### config.mk
export PLATFORM = sky130hd
export DESIGN_NAME = pc_control_flat
export DESIGN_NICKNAME = d
export VERILOG_FILES = /design/src/rtl/pc_control_pkg.sv /design/src/rtl/pc_control_if.sv /design/src/rtl/pc_hazard_detect.sv /design/src/rtl/pc_control.sv /design/src/flat_wrapper.sv
export SDC_FILE = /design/constraint.sdc
export NUM_CORES = 1
export LEC_CHECK = 0
export BUFFER_PORTS_ARGS = -buffer_cell sky130_fd_sc_hd__buf_2
export CORE_MARGIN = 3
export CORE_UTILIZATION = 48
export CTS_BUF_LIST = sky130_fd_sc_hd__clkbuf_2
export CTS_CLUSTER_SIZE = 28
export DETAILED_ROUTE_END_ITERATION = 6
export GPL_ROUTABILITY_DRIVEN = 0
export PLACE_DENSITY_LB_ADDON = 0.25
export SLEW_MARGIN = 20
export SYNTH_ARGS = -nofsm -noshare
export SYNTH_HDL_FRONTEND = slang
export SYNTH_SLANG_ARGS = --single-unit
### constraint.sdc
create_clock -name clk_i -period 2.9 [get_ports clk_i]
set_input_delay 0.435 -clock clk_i [delete_from_list [all_inputs] [get_ports clk_i]]
set_output_delay 0.435 -clock clk_i [all_outputs]
set_load 0.005 [all_outputs]
### src/rtl/pc_control_pkg.sv
// Shared types and constants for the PC control block: FSM encoding, PC reset/increment
// values and the saturating event-counter width.
package pc_control_pkg;

   typedef enum logic [1:0] {StBoot, StRun, StStall} state_e;

   localparam logic [31:0] PC_RESET = 32'h0;
   localparam logic [31:0] PC_INCR  = 32'd4;
   localparam int unsigned CNT_W    = 16;

   localparam logic [CNT_W-1:0] CNT_MAX = '1;

   // Saturating increment: sticks at all-ones instead of wrapping.
   function automatic logic [CNT_W-1:0] sat_inc(input logic [CNT_W-1:0] v, input logic en);
      return (en && (v != CNT_MAX)) ? v + CNT_W'(1) : v;
   endfunction

endpackage

### src/rtl/pc_control_if.sv
// Pipeline-side bundle of the PC control block: hazard inputs, redirect targets and the
// PC/pipeline-register steering outputs plus event totals.
interface pc_control_if;
   import pc_control_pkg::*;

   logic             ext_hold;
   logic [31:0]      pc;
   logic [4:0]       id_rs;
   logic [4:0]       id_rt;
   logic             id_uses_rs;
   logic             id_uses_rt;
   logic             id_branch;
   logic             id_branch_taken;
   logic             id_jump;
   logic [31:0]      id_branch_target;
   logic [31:0]      id_jump_target;
   logic             idex_regwrite;
   logic             idex_memread;
   logic [4:0]       idex_dest;
   logic [4:0]       exmem_dest;
   logic             exmem_memread;

   logic [31:0]      pc_next;
   logic             pc_hold;
   logic             ifid_hold;
   logic             ifid_flush;
   logic             idex_bubble;
   logic [CNT_W-1:0] stall_total;
   logic [CNT_W-1:0] flush_total;

   modport master (
      output ext_hold, pc, id_rs, id_rt, id_uses_rs, id_uses_rt, id_branch, id_branch_taken,
             id_jump, id_branch_target, id_jump_target, idex_regwrite, idex_memread,
             idex_dest, exmem_dest, exmem_memread,
      input  pc_next, pc_hold, ifid_hold, ifid_flush, idex_bubble, stall_total, flush_total
   );

   modport slave (
      input  ext_hold, pc, id_rs, id_rt, id_uses_rs, id_uses_rt, id_branch, id_branch_taken,
             id_jump, id_branch_target, id_jump_target, idex_regwrite, idex_memread,
             idex_dest, exmem_dest, exmem_memread,
      output pc_next, pc_hold, ifid_hold, ifid_flush, idex_bubble, stall_total, flush_total
   );

endinterface

### src/rtl/pc_hazard_detect.sv
// Combinational stall-length calculator: how many bubbles the instruction in ID needs
// before its operands (or branch compare inputs) are available.
module pc_hazard_detect (
   input  logic       id_uses_rs_i,
   input  logic       id_uses_rt_i,
   input  logic [4:0] id_rs_i,
   input  logic [4:0] id_rt_i,
   input  logic       id_branch_i,
   input  logic       idex_regwrite_i,
   input  logic       idex_memread_i,
   input  logic [4:0] idex_dest_i,
   input  logic       exmem_memread_i,
   input  logic [4:0] exmem_dest_i,
   output logic [1:0] stall_n_o
);

   logic ex_match;
   logic mem_match;

   // Register 0 is hardwired, so a write to it never creates a dependency.
   function automatic logic dep(input logic [4:0] dest, input logic urs, input logic urt,
                                input logic [4:0] rs, input logic [4:0] rt);
      return (dest != 5'd0) && ((urs && (dest == rs)) || (urt && (dest == rt)));
   endfunction

   assign ex_match  = dep(idex_dest_i, id_uses_rs_i, id_uses_rt_i, id_rs_i, id_rt_i);
   assign mem_match = dep(exmem_dest_i, id_uses_rs_i, id_uses_rt_i, id_rs_i, id_rt_i);

   // Branches resolve in ID, so they cannot use the EX-stage forwarding path.
   always_comb begin
      stall_n_o = 2'd0;
      if (id_branch_i && idex_memread_i && ex_match) begin
         stall_n_o = 2'd2;
      end else if (idex_memread_i && ex_match) begin
         stall_n_o = 2'd1;
      end else if (id_branch_i && idex_regwrite_i && ex_match) begin
         stall_n_o = 2'd1;
      end else if (id_branch_i && exmem_memread_i && mem_match) begin
         stall_n_o = 2'd1;
      end
   end

endmodule

### src/rtl/pc_control.sv
// Next-PC selection and pipeline stall/flush steering for a 5-stage MIPS-style core,
// with saturating stall and redirect totals.
module pc_control
   import pc_control_pkg::*;
(
   input  logic         clk_i,
   input  logic         reset_i,
   pc_control_if.slave  bus
);

   localparam logic [1:0] StallLastCnt = 2'd0;

   state_e           state_q, state_d;
   logic [1:0]       cnt_q, cnt_d;
   logic [CNT_W-1:0] stall_total_q, flush_total_q;
   logic [1:0]       stall_n;

   logic [31:0] pc_next;
   logic        pc_hold, ifid_hold, ifid_flush, idex_bubble, redirect;

   pc_hazard_detect u_hazard (
      .id_uses_rs_i    (bus.id_uses_rs),
      .id_uses_rt_i    (bus.id_uses_rt),
      .id_rs_i         (bus.id_rs),
      .id_rt_i         (bus.id_rt),
      .id_branch_i     (bus.id_branch),
      .idex_regwrite_i (bus.idex_regwrite),
      .idex_memread_i  (bus.idex_memread),
      .idex_dest_i     (bus.idex_dest),
      .exmem_memread_i (bus.exmem_memread),
      .exmem_dest_i    (bus.exmem_dest),
      .stall_n_o       (stall_n)
   );

   always_comb begin
      state_d     = state_q;
      cnt_d       = cnt_q;
      pc_next     = bus.pc;
      pc_hold     = 1'b0;
      ifid_hold   = 1'b0;
      ifid_flush  = 1'b0;
      idex_bubble = 1'b0;
      redirect    = 1'b0;
      if (bus.ext_hold) begin
         pc_hold   = 1'b1;
         ifid_hold = 1'b1;
      end else begin
         unique case (state_q)
            StBoot: begin
               pc_next    = PC_RESET;
               pc_hold    = 1'b1;
               ifid_flush = 1'b1;
               state_d    = StRun;
            end
            StRun: begin
               if (stall_n != 2'd0) begin
                  pc_hold     = 1'b1;
                  ifid_hold   = 1'b1;
                  idex_bubble = 1'b1;
                  if (stall_n == 2'd2) begin
                     state_d = StStall;
                     cnt_d   = 2'd0;
                  end
               end else if (bus.id_jump) begin
                  pc_next    = bus.id_jump_target;
                  ifid_flush = 1'b1;
                  redirect   = 1'b1;
               end else if (bus.id_branch && bus.id_branch_taken) begin
                  pc_next    = bus.id_branch_target;
                  ifid_flush = 1'b1;
                  redirect   = 1'b1;
               end else begin
                  pc_next = bus.pc + PC_INCR;
               end
            end
            StStall: begin
               pc_hold     = 1'b1;
               ifid_hold   = 1'b1;
               idex_bubble = 1'b1;
               if (cnt_q == StallLastCnt) begin
                  state_d = StRun;
               end else begin
                  cnt_d = cnt_q + 2'd1;
               end
            end
            default: state_d = StBoot;
         endcase
      end
      // Reset wins over hold and any stall: present BOOT outputs immediately.
      if (reset_i) begin
         pc_next     = PC_RESET;
         pc_hold     = 1'b1;
         ifid_hold   = 1'b0;
         ifid_flush  = 1'b1;
         idex_bubble = 1'b0;
         redirect    = 1'b0;
      end
   end

   always_ff @(posedge clk_i) begin
      if (reset_i) begin
         state_q       <= StBoot;
         cnt_q         <= 2'd0;
         stall_total_q <= '0;
         flush_total_q <= '0;
      end else if (!bus.ext_hold) begin
         state_q       <= state_d;
         cnt_q         <= cnt_d;
         stall_total_q <= sat_inc(stall_total_q, idex_bubble);
         flush_total_q <= sat_inc(flush_total_q, redirect);
      end
   end

   assign bus.pc_next     = pc_next;
   assign bus.pc_hold     = pc_hold;
   assign bus.ifid_hold   = ifid_hold;
   assign bus.ifid_flush  = ifid_flush;
   assign bus.idex_bubble = idex_bubble;
   assign bus.stall_total = stall_total_q;
   assign bus.flush_total = flush_total_q;

endmodule

### src/flat_wrapper.sv
// flat-port wrapper written by rule: the top's interface ports become plain ports
module pc_control_flat import pc_control_pkg::*;
  (clk_i, reset_i, bus_ext_hold, bus_pc, bus_id_rs, bus_id_rt, bus_id_uses_rs, bus_id_uses_rt, bus_id_branch, bus_id_branch_taken, bus_id_jump, bus_id_branch_target, bus_id_jump_target, bus_idex_regwrite, bus_idex_memread, bus_idex_dest, bus_exmem_dest, bus_exmem_memread, bus_pc_next, bus_pc_hold, bus_ifid_hold, bus_ifid_flush, bus_idex_bubble, bus_stall_total, bus_flush_total);
  pc_control_if bus_i ();
  input  logic clk_i;
  input  logic reset_i;
  input wire logic [$bits(bus_i.ext_hold)-1:0] bus_ext_hold;
  input wire logic [$bits(bus_i.pc)-1:0] bus_pc;
  input wire logic [$bits(bus_i.id_rs)-1:0] bus_id_rs;
  input wire logic [$bits(bus_i.id_rt)-1:0] bus_id_rt;
  input wire logic [$bits(bus_i.id_uses_rs)-1:0] bus_id_uses_rs;
  input wire logic [$bits(bus_i.id_uses_rt)-1:0] bus_id_uses_rt;
  input wire logic [$bits(bus_i.id_branch)-1:0] bus_id_branch;
  input wire logic [$bits(bus_i.id_branch_taken)-1:0] bus_id_branch_taken;
  input wire logic [$bits(bus_i.id_jump)-1:0] bus_id_jump;
  input wire logic [$bits(bus_i.id_branch_target)-1:0] bus_id_branch_target;
  input wire logic [$bits(bus_i.id_jump_target)-1:0] bus_id_jump_target;
  input wire logic [$bits(bus_i.idex_regwrite)-1:0] bus_idex_regwrite;
  input wire logic [$bits(bus_i.idex_memread)-1:0] bus_idex_memread;
  input wire logic [$bits(bus_i.idex_dest)-1:0] bus_idex_dest;
  input wire logic [$bits(bus_i.exmem_dest)-1:0] bus_exmem_dest;
  input wire logic [$bits(bus_i.exmem_memread)-1:0] bus_exmem_memread;
  output wire logic [$bits(bus_i.pc_next)-1:0] bus_pc_next;
  output wire logic [$bits(bus_i.pc_hold)-1:0] bus_pc_hold;
  output wire logic [$bits(bus_i.ifid_hold)-1:0] bus_ifid_hold;
  output wire logic [$bits(bus_i.ifid_flush)-1:0] bus_ifid_flush;
  output wire logic [$bits(bus_i.idex_bubble)-1:0] bus_idex_bubble;
  output wire logic [$bits(bus_i.stall_total)-1:0] bus_stall_total;
  output wire logic [$bits(bus_i.flush_total)-1:0] bus_flush_total;
  assign bus_i.ext_hold = bus_ext_hold;
  assign bus_i.pc = bus_pc;
  assign bus_i.id_rs = bus_id_rs;
  assign bus_i.id_rt = bus_id_rt;
  assign bus_i.id_uses_rs = bus_id_uses_rs;
  assign bus_i.id_uses_rt = bus_id_uses_rt;
  assign bus_i.id_branch = bus_id_branch;
  assign bus_i.id_branch_taken = bus_id_branch_taken;
  assign bus_i.id_jump = bus_id_jump;
  assign bus_i.id_branch_target = bus_id_branch_target;
  assign bus_i.id_jump_target = bus_id_jump_target;
  assign bus_i.idex_regwrite = bus_idex_regwrite;
  assign bus_i.idex_memread = bus_idex_memread;
  assign bus_i.idex_dest = bus_idex_dest;
  assign bus_i.exmem_dest = bus_exmem_dest;
  assign bus_i.exmem_memread = bus_exmem_memread;
  assign bus_pc_next = bus_i.pc_next;
  assign bus_pc_hold = bus_i.pc_hold;
  assign bus_ifid_hold = bus_i.ifid_hold;
  assign bus_ifid_flush = bus_i.ifid_flush;
  assign bus_idex_bubble = bus_i.idex_bubble;
  assign bus_stall_total = bus_i.stall_total;
  assign bus_flush_total = bus_i.flush_total;
  pc_control u_core (.clk_i(clk_i), .reset_i(reset_i), .bus(bus_i));
endmodule
==> results of run 1 <==
## worst min-delay path by stage
stage,startpoint,endpoint,slack [ns],cells after the start
6_report,reset_i,u_core.state_q[1],0.44,2
5_1_grt,reset_i,u_core.state_q[1],0.42,2
4_1_cts,reset_i,u_core.state_q[1],0.43,2
3_5_place_dp,u_core.cnt_q[0],u_core.cnt_q[0],0.47,2
3_3_place_gp,u_core.cnt_q[0],u_core.cnt_q[0],0.45,2
2_1_floorplan,u_core.cnt_q[0],u_core.cnt_q[0],0.45,2
## flip-flops by register name, indices dropped and copies added, names as in the netlist
register	cells
u_core.cnt_q	2
u_core.bus.stall_total	16
u_core.state_q	2
u_core.bus.flush_total	16
## metrics by stage
stage / setup TNS [ns] / hold slack (ns) / cell area, sq um
2_1_floorplan: 0 / 0.446 / 3810
3_3_place_gp: 0 / 0.454 / 4870
3_5_place_dp: 0 / 0.469 / 4870
4_1_cts: 0 / 0.425 / 4920
5_1_grt: -0.0145 / 0.421 / 4930
6_report: 0 / 0.441 / 4930
## routing by layer
metal  vias to the layer above  global-route usage [%]
met4                         0                    7.21
li1                       2428                       -
met1                      2253                    35.1
met3                        25                    3.71
met5                         -                       0
met2                       201                    47.6
## synthesized netlist by cell type, types with 4 or more instances
cell and count:
sky130_fd_sc_hd__a21oi_1 54, sky130_fd_sc_hd__a211oi_1 21, sky130_fd_sc_hd__nand3_1 35, sky130_fd_sc_hd__xnor2_1 26, sky130_fd_sc_hd__or3_1 11, sky130_fd_sc_hd__o21a_1 4
sky130_fd_sc_hd__dfxtp_1 36, sky130_fd_sc_hd__xor2_1 20, sky130_fd_sc_hd__nor4_1 4, sky130_fd_sc_hd__nor2_1 69, sky130_fd_sc_hd__o21ai_0 55, sky130_fd_sc_hd__and4_1 5
sky130_fd_sc_hd__nand4_1 22, sky130_fd_sc_hd__inv_1 15, sky130_fd_sc_hd__or4_1 5, sky130_fd_sc_hd__clkbuf_1 24, sky130_fd_sc_hd__and3_1 11, sky130_fd_sc_hd__ha_1 8
sky130_fd_sc_hd__o31ai_1 5, sky130_fd_sc_hd__nor3_1 12, sky130_fd_sc_hd__nand2_1 65
## final cells by class
class                           count  area [sq um]
Clock buffer                        7          35.0
Clock inverter                      1          3.75
Fill cell                         703          2550
Inverter                           16          61.3
Multi-Input combinational cell    482          2900
Sequential cell                    36           722
Tap cell                           99           124
Timing Repair Buffer              206          1090
## layout by cell type (no fill, tap or decap), drive strengths merged, types with 3 or more instances in the layout
cell type and count:
buf 206, nor2 69, nand2 65, o21ai 55, a21oi 54, dfxtp 36, nand3 35, xnor2 26
nand4 25, a211oi 21, xor2 20, inv 15, nor3 13, and3 12, or3 11, ha 8
clkbuf 7, o31ai 6, and4 5, or4 5, nor4 4, o21a 4, and2 4, o22ai 3
o41ai 3, o31a 3, nor2b 3, o311ai 3
## power groups by stage
stage | Combinational [uW] | Sequential (uW) | Clock [uW]
2_1_floorplan | 237 | 512 | 0
3_3_place_gp | 433 | 512 | 0
3_5_place_dp | 444 | 513 | 0
4_1_cts | 448 | 503 | 238
5_1_grt | 503 | 505 | 256
6_report | 455 | 504 | 226
## cell families after synthesis
group	after synthesis	share of synthesized area, %
XOR/XNOR	46	10.6
AO/OA/AOI/OAI	168	27.5
AND/OR/NAND/NOR	256	33.5
flip-flops	36	18.9
adder cells (fa/ha/maj)	8	2.63
buffers and inverters	50	5.78
multiplexers	4	1.12
## repair_timing
action                     CTS  global route
pin swaps                    0             0
resized for setup            2             3
setup endpoints to repair    8             9
hold buffers                 0             0
==> run summary, run 1 <==
Counting buffers and inverters, the worst setup path is 10 cells deep. The number of different library cells in the post-synthesis netlist is 57. Actual transition at the worst max-transition pin: 0.657 ns. The initial utilization of the core area, before any placement, comes to 50.9%. The worst setup path is launched from a register.

Port buffering added 194 buffers. The die outline area is 9040 sq um, and the number of detailed-routing iterations run before antenna repair is 6. The insertion delay of the later-clocked pin in the worst-skew pair is 0.37 ns. The tools report the largest voltage drop on the vdd net as 0.122 mV.

Among all stages on the critical path, the largest delay is contributed by sky130_fd_sc_hd__dfxtp_1. The non-filler instance count after layout is 847. Counting both buffers and inverters, the worst setup path holds a total of 4. The worst-case clock buffer depth was 2; the final total power was 1180 uW.

The final worst slack was 0.182 ns; the static power due to leakage was 0.00214 uW. Across the routed clock network, the largest skew measured is 0.00796 ns. The synthesis-stage register bit count is 36.

The post-route antenna net violation count is 0, and the number of nets in the synthesized netlist is 703. Global routing finished with a remaining overflow of 0. By startpoint and endpoint, the worst setup path is classified as register to output pin. The clock drives 36 sinks. The run gives 2 as the number of levels in the clock H-tree. For the number of remaining DRC errors, the log shows 0. In this run the worst setup path begins at u_core.state_q[1]. The total of max-cap violations is 0. The number of antenna violations at the first check in global routing is 0, and the final worst-path cycle share is 93.7%. After floorplanning, the core was divided into 31 placement rows. After the last flow step, the layout net total stands at 882. Setup slack on the worst reg-to-reg path comes out at 0.44 ns. Wire segments on met3 add up to 864 microns in the final route. Of all flip-flops after synthesis, the portion carrying an async set or reset was 0%. The minimum period implied by the final worst setup slack came out at 2.72 ns. Per report_power, the sequential group accounts for 42.5% of the total. After detailed routing, the total wire length is 12.9 mm. The count of endpoints failing hold in the final timing report was 0.

Number of enable flip-flop cells after synthesis: 0. Synthesis handed over a netlist of 568 instances. For the total net switching power, the log shows 420 uW. The cell type with the highest aggregate area in the netlist was sky130_fd_sc_hd__dfxtp_1.

The clock network burns 19.1% of the power. The cell chosen for the clock root is sky130_fd_sc_hd__clkbuf_2. Estimated wirelength of the detail-placed design: 10.0 mm.

The most instantiated flip-flop cell in the synthesis netlist was sky130_fd_sc_hd__dfxtp_1. Once layout is complete, the utilization of the core stands at 65.9%. For this block, the initial DRC count from the detailed router was 279. The startpoint identified for the worst register-to-register timing path is u_core.bus.stall_total[4]. Derived from the worst setup path, the maximum achievable clock frequency is 368 MHz. Data on the critical path is required at its endpoint by 2.47 ns. Walking the worst path, the cells encountered are inv_1 > ha_4 > inv_1 > nor3_2 > o221ai_2 > buf_6 > nor3b_1 > o21ai_0 > o21ai_0 > buf_2. Measured in cells, the most critical reg-to-reg path has a length of 7. The I/O pin total was 195; the fraction of final layout cells sized beyond drive strength 1 was 30.6%. The number of clock buffers added by TritonCTS is 5. The core region is 7490 sq um.

Each instance of the synthesized netlist takes up on average 6.70 sq um. After detailed routing, the average wire length per cell comes to 15.2 microns. The wire length of the first global-routing pass is 20.4 mm, and the post-CTS setup buffer count is 0. Using the TritonRoute via totals, the vias-per-cell ratio works out to 5.79. The repair_antennas step left the layout with diodes totalling 0.

The top cell type's share of synthesized area is 18.9%. After detailed routing, the wire length on met1 is 5.52 mm. Per report_power, the combinational group accounts for 38.4% of the total. Along the worst path, the maximum fanout reaches 35. TritonCTS built the clock tree. Compared with the post-synthesis result, the final layout area differs by 29.5%. During synthesis, Yosys emitted a total of 0 warnings. Net switching is 35.5% of the power. The worst hold-check path type was input port to register. The tools report the worst flop-to-flop path endpoint as u_core.bus.stall_total[5]. Cell type group with the largest total delay on the critical path: buffers and inverters.

Headroom to the max-slew limit came out at 56.2%. The detailed route wirelength on metal2 was 6.23 mm; the final-report max-slew violation count was 0. The run gives 3810 sq um as the cell area after synthesis. The worst setup path is captured at an output pin. The run finished with clean final reports.

Die span in x: 95.1 microns. The floorplan step set the die height to 95.1 microns. Entering global routing, the biggest net connects 65 pins.

Summing the sequential cell areas from Yosys gives 18.9% of the chip area. The highest metal layer used by the detailed router was met4. In this run the worst setup path terminates at bus_pc_next[30].

The worst-case setup slack after placement was 0.215 ns. Across all layers, the routed design uses 4,907 vias. By area the synthesized netlist is led by sky130_fd_sc_hd__dfxtp_1 19%, sky130_fd_sc_hd__o21ai_0 7.2%, sky130_fd_sc_hd__a21oi_1 7.1%, sky130_fd_sc_hd__nor2_1 6.8%, sky130_fd_sc_hd__nand2_1 6.4%.

The design internal power was 764 uW; the worst endpoint data arrival time was 2.28 ns. Global routing consumed, over all layers together, 27.3% of the routing resources. The power density relative to cell area works out to 240 nW/um^2. The run gives 4,469 as the via count of the first global-routing pass.

For this run, the slowest stage of the critical path takes 0.38 ns. The number of setup violations in the final report is 0, and the clock-pin slew reported for the worst setup and hold paths after clock tree synthesis is 0.17 ns. The number of placed instances, taps included, is 839.
(Power assumes the default switching activity.)
==> run 2: changes to the inputs <==
--- a/config.mk
+++ b/config.mk
@@ -9,3 +9,3 @@
 export CORE_MARGIN = 3
-export CORE_UTILIZATION = 48
+export CORE_UTILIZATION = 51
 export CTS_BUF_LIST = sky130_fd_sc_hd__clkbuf_2
==> constraint.sdc (replaced) <==
create_clock -name clk_i -period 3.24 [get_ports clk_i]
set_input_delay 0.162 -clock clk_i [delete_from_list [all_inputs] [get_ports clk_i]]
set_output_delay 0.162 -clock clk_i [all_outputs]
set_load 0.005 [all_outputs]
==> run 2 against run 1 <==
Critical path depth shrank 3. Clock power grew 29%. Worst hold slack lost 0.32 ns. Worst setup slack gained 0.093 ns.
==> run summary, run 2 (synthesis gave the netlist of run 1 again) <==
The minimum period implied by the final worst setup slack was 2.96 ns. The number of levels in the clock H-tree is 2, and the worst endpoint data arrival time is 2.80 ns. Entering global routing, the biggest net connects 65 pins.

The tree is rooted in a sky130_fd_sc_hd__clkbuf_2. I/O pin total: 195. The worst hold path was traced through 2 stages. The worst-case clock buffer depth was 2; the standard-cell row count was 30. Summed over all failing endpoints, the final setup total negative slack is 0 ns. The run gives 337 MHz as the achievable frequency. The floorplan step defined a core boundary enclosing 7020 sq um.

The estimated wirelength of the detail-placed design is 10.2 mm. Setup violations remaining at the end of the flow were counted as 0. The tools report the worst-case hold slack as 0.120 ns. The critical-path maximum fanout came out at 28.

The flow ran to the end, and the final reports show no timing, DRC or antenna violations. In this run the critical register-to-register path is captured at u_core.bus.stall_total[6]. The run gives 4,485 as the via count of the first global-routing pass. Global routing finished with a remaining overflow of 0. The tools report the insertion delay of the later-clocked pin in the worst-skew pair as 0.41 ns.

The startpoint identified for the worst register-to-register timing path is u_core.state_q[0]. The worst hold path belongs to the class input port to register. The clock drives 36 sinks.

The tools report the quantity of hold-fixing buffers added after cts as 0. In the layout the commonest cells are 194 x sky130_fd_sc_hd__buf_2, 69 x sky130_fd_sc_hd__nor2_1, 65 x sky130_fd_sc_hd__nand2_1. TritonCTS built the clock tree. The final layout contains routed wiring with a total length of 13.2 mm. Startpoint-to-endpoint class of the critical path: register to output pin.

The number of violations reported at the end of detailed-routing iteration 0 is 239, and the final worst-path cycle share is 91.5%. The detailed router placed 4,994 vias in this run. The logs give 54.2% for the initial standard-cell utilization of the core and 0.162 mV for the largest voltage drop on the vdd net.

In this run the post-CTS setup repair buffer count came out at 0. The first global-routing pass estimated 20.7 mm of wire. The static power due to leakage is 0.00211 uW, and the total track usage is 28.8%. Worst max-slew margin expressed relative to the limit: 42.2%.

STA classifies the critical path startpoint as a register. The die is 92.4 microns wide. Power spread over the standard cell area amounts to 234 nW/um^2. The average wire per standard cell is 15.7 microns, and the number of antenna violations at the first check in global routing is 0. The startpoint identified for the worst hold timing path is reset_i. Count of endpoints failing hold in the final timing report: 0.

Setup repair after global routing left no endpoint under its margin. The final-report max-slew violation count is 0, and the minimum setup slack among reg-to-reg paths is 0.59 ns. The tools report the required time reported for the critical path endpoint as 3.08 ns. The die covers 8540 sq um.

The tools report the worst clock skew on the final layout as 0.0260 ns. Of the cells placed in the final design, the portion with a size suffix greater than 1 is 29.9%. The hold path endpoint was u_core.bus.flush_total[0]. For the pin with the worst max-slew slack, the measured transition is 0.867 ns. The logs give 0 for the number of antenna repair diodes and 0 for the post-route antenna net violation count. Dividing the detail-routed via count by the number of cells gives 5.96. The number of I/O port buffers is 194, and the height of the die is 92.4 microns.

Across the run, the number of max-cap violations was 0. The number of detailed-routing iterations run before antenna repair came out at 6. The leading cell type in the layout, fill and taps excluded is sky130_fd_sc_hd__buf_2. For this run, design rule violations remaining after detail routing come to 0. The worst register-to-register path has a depth of 7. Compared with the post-synthesis result, the final layout area differs by 28.1%.

Buffers inserted during clock tree synthesis total 5. Clock-pin slew was measured on the worst setup and hold paths at 0.20 ns. The worst setup path is captured at an output pin.

For this run, the post-layout net count is 876. Post-cts resize count: 0. The filler cells instantiated in the layout total 631.
## run 2: changes by cell type in the layout (fill, tap and decap cells not counted), sizes merged
cell	delta
buf	-6
bufinv	+1
clkbuf	-1
## run 2: routing by layer
metal / global-route usage, % / wire [microns] / share of wire [%]
met2: 50.3 / 6450 / 49
met4: 7.55 / 261 / 2.0
met3: 4.79 / 1050 / 8.0
met1: 36.7 / 5430 / 41
met5: 0 / 0 / 0
## run 2: through the flow
stage | power (uW) | utilization [%] | cell area (sq um) | setup WS (ns) | cells
finish | 1140 | 69.5 | 4880 | 0.275 | 838
global route | 1200 | 69.5 | 4880 | 0.105 | 838
CTS | 1140 | 69.3 | 4860 | 0.199 | 838
detailed placement | 850 | 68.3 | 4800 | 0.658 | 830
global placement | 840 | 68.3 | 4800 | 0.746 | 830
floorplan | 670 | - | 3810 | 1.13 | 568
## run 2: how the worst max path moves through the flow
stage / from / endpoint / slack [ns] / depth (start not counted)
after floorplan: u_core.state_q[1] / bus_pc_next[25] / 1.13 / 10
after global placement: u_core.state_q[0] / u_core.bus.stall_total[6] / 0.75 / 7
after detailed placement: u_core.state_q[1] / bus_pc_next[30] / 0.66 / 10
after CTS: u_core.state_q[1] / bus_pc_next[30] / 0.20 / 10
after global routing: u_core.state_q[1] / bus_pc_next[30] / 0.11 / 10
final: u_core.state_q[0] / bus_ifid_hold / 0.28 / 7
## run 2: final cells by class
cell class                      count  area [sq um]  area share, %
Timing Repair Buffer              200          1020           20.8
Clock buffer                        6          30.0          0.616
Multi-Input combinational cell    482          2900           59.3
Inverter                           16          61.3           1.26
Clock inverter                      2          35.0          0.718
Sequential cell                    36           721           14.8
Tap cell                           96           120           2.46
## run 2: worst max-delay path, stage by stage, from the launching register on
cell and delay, ns:
sky130_fd_sc_hd__dfxtp_1 0.42, sky130_fd_sc_hd__inv_1 0.09, sky130_fd_sc_hd__ha_1 0.38, sky130_fd_sc_hd__and3_1 0.20, sky130_fd_sc_hd__a32oi_1 0.25, sky130_fd_sc_hd__and2_1 0.74
sky130_fd_sc_hd__a21oi_1 0.17, sky130_fd_sc_hd__buf_2 0.16
## run 2: power breakdown
| part | total (uW) | switching, uW | internal (uW) |
|---|---|---|---|
| Combinational | 401 | 230 | 171 |
| Sequential | 450 | 3.92 | 446 |
| Clock | 291 | 159 | 133 |
==> run 3: changes to the inputs <==
- clock period: 3.24 -> 3.43 ns (I/O delays scaled with it)
==> run 3 against run 2 <==
Worst hold slack better by 0.10 ns. Power shrank 13%. Clock-buffer cell count up 1. Critical path depth increased by 3. Global-route usage shrank 0.58 points. Cell count shrank 0.24%. Via count down 1.2%. Combinational power shrank 7.2%. Sequential cell count did not move.
==> run summary, run 3 (synthesis gave the netlist of run 1 again) <==
The worst setup path is launched from a register. Clock latency on the worst-skew pair, taken at its later pin, is 0.39 ns. The tool flagged a number of max-cap violations equal to 0.

The startpoint identified for the worst register-to-register timing path is u_core.state_q[0]. In the final layout, flip-flops and latches occupy 721 sq um. The routed design uses 6.22 mm of met2 wire.

The wire length of the first global-routing pass was 20.4 mm; the detailed-route via count was 4,934. For the floorplan core area, the log shows 7020 sq um. The tools report the worst flop-to-flop path endpoint as u_core.bus.stall_total[6].

The critical path goes through inv_1 > ha_1 > inv_1 > nor3_1 > o221ai_2 > buf_4 > nor3b_1 > o21ai_0 > o21ai_0 > buf_2. In this run the most critical hold path is launched from bus_ext_hold. The top cell types in the final layout, fill and taps aside, are 194 x sky130_fd_sc_hd__buf_2, 69 x sky130_fd_sc_hd__nor2_1, 65 x sky130_fd_sc_hd__nand2_1. In the routed layout, each cell is associated on average with a via count of 5.90. The post-route antenna net violation count was 0; the count of endpoints failing hold in the final timing report was 0. For the worst setup path, the data arrival time is 2.72 ns.

The logs give 3.26 ns for the required time reported for the critical path endpoint and 30 for the standard-cell row count. For the total grt overflow, the log shows 0. The die span in x is 92.4 microns, and the total track usage is 28.3%. Cell chosen for the clock root: sky130_fd_sc_hd__clkbuf_2. In the detailed route, the total length drawn on met3 is 970 microns. The die outline area was 8540 sq um. The tools report the achievable frequency as 346 MHz. The number of buffer and inverter stages on the critical path is 4, and the minimum period implied by the final worst setup slack is 2.89 ns.

STA classifies the critical path endpoint as an output pin. The number of antenna repair diodes was 0; the cell count of the worst hold path was 4. 195 I/O pins were placed.

The net count of the finished layout is 874. The number of fill cells in the layout is 663. Once the clock tree was built, the setup fixing pass inserted 0 buffers.

TritonCTS built the clock tree. The tools report the via count of the first global-routing pass as 4,627. For the number of antenna violations at the first check in global routing, the log shows 0.

In this run the number of H-tree levels came out at 2. For this run, the detailed router's first-pass iteration total came to 5. The layout-stage area growth over the synthesis result was 26.6%. For this design the static power due to leakage is 0.00209 uW. Area of combinational cells with multiple inputs: 2880 sq um.

Dividing total power by cell area gives a power density of 207 nW/um^2. Along the worst path, the maximum fanout reaches 29. The tools report the end-of-flow core utilization as 68.7%. The maximum number of pins on one net before global-route repair came out at 65. The tools report the hold path endpoint as u_core.state_q[0]. The height of the die is 92.4 microns. Across the VDD grid, the largest voltage drop is 0.129 mV.

The cell depth of the worst flop-to-flop path was 7; the number of buffers added by the clock tree synthesis step was 5. By startpoint and endpoint, the worst setup path is classified as register to output pin. Clock-pin slew was measured on the worst setup and hold paths at 0.18 ns. Once the floorplan was initialized, standard cells occupied 54.2% of the core. The non-filler instance count after layout was 836. Hold repair after CTS inserted 0 buffers.

The leading cell type in the layout, fill and taps excluded was sky130_fd_sc_hd__buf_2. The post-cts resize count came out at 0. The run gives 5.21 mm as the routed length on met1.

The number of I/O port buffers works out to 194. The run finished with clean final reports. The tightest min-delay check is of the input port to register type.

Dividing the final minimum period by the clock period gives 84.3%. In the final routed layout, each cell accounts on average for 15.4 microns. The peak per-stage delay on the critical path is 0.38 ns, and the number of setup violations in the final report is 0. For this design, the slowest cell found on the critical path is sky130_fd_sc_hd__dfxtp_1. The post-route netlist has 29.5% of its cells at a drive strength greater than 1. For this block, the routed nets add up to 12.8 mm of wire. The worst max-slew margin expressed relative to the limit was 41.2%; the TritonCTS sink count was 36. The final-report max-slew violation count was 0. The number of violations reported at the end of detailed-routing iteration 0 is 215. Cell type group with the largest total delay on the critical path: buffers and inverters.

The worst-case clock buffer depth is 2. Setup total negative slack on the finished layout was measured at 0 ns. The run gives 10.0 mm as the estimated wirelength of the detail-placed design. In the routed design, unresolved DRC markers number 0. The clock arrives with 0.0231 ns of skew. The highest metal layer carrying signal wires in the routed design is met4. Setup repair after global routing left no endpoint under its margin. The run gives 828 as the number of placed cells counting well taps.

The actual transition at the worst max-transition pin was 0.875 ns; the minimum setup slack among reg-to-reg paths was 0.91 ns.
==> run 3: worst max-delay path by stage <==
stage	from	endpoint	slack, ns	cells past startpoint
6_report	u_core.state_q[1]	bus_pc_next[30]	0.54	10
5_1_grt	u_core.state_q[1]	bus_pc_next[30]	0.27	10
4_1_cts	u_core.state_q[1]	bus_pc_next[30]	0.56	10
3_5_place_dp	bus_pc[2]	bus_pc_next[30]	0.92	10
3_3_place_gp	bus_pc[2]	bus_pc_next[30]	1.01	10
2_1_floorplan	u_core.state_q[1]	bus_pc_next[25]	1.31	10
==> run 3: stage by stage <==
| stage | hold slack [ns] | power, uW | setup slack [ns] | area, sq um |
|---|---|---|---|---|
| 3_5_place_dp | 0.469 | 800 | 0.916 | 4780 |
| 4_1_cts | 0.206 | 996 | 0.565 | 4820 |
| 2_1_floorplan | 0.377 | 633 | 1.31 | 3810 |
| 3_3_place_gp | 0.455 | 791 | 1.01 | 4780 |
| 6_report | 0.220 | 997 | 0.539 | 4820 |
| 5_1_grt | 0.212 | 1060 | 0.272 | 4820 |
==> run 3: layer usage <==
layer / track usage [%] / vias up
met5: 0 / -
met4: 10.5 / 0
met3: 5.12 / 46
met2: 49.5 / 240
met1: 34.2 / 2234
li1: - / 2414
==> run 3: cell type report <==
type,instances,area share (%)
Sequential cell,36,14.9
Tap cell,96,2.49
Timing Repair Buffer,198,20.8
Multi-Input combinational cell,482,59.7
Clock inverter,1,0.0779
Clock buffer,7,0.727
Inverter,16,1.27
==> run 3: report_power, final <==
group	total (uW)	internal [uW]	switching [uW]
sequential	425	422	3.86
combinational	372	160	212
clock	200	54.6	145
==> run 3: worst reg2reg max path: cells and delay by family, from the launching register on <==
kind,cells,cell delay [ns]
buffers and inverters,1,0.09
and+or+nand+nor,3,1.05
muxes,1,0.30
AOI/OAI and AO/OA,1,0.21
DFF,1,0.43
adders and majority gates,1,0.36
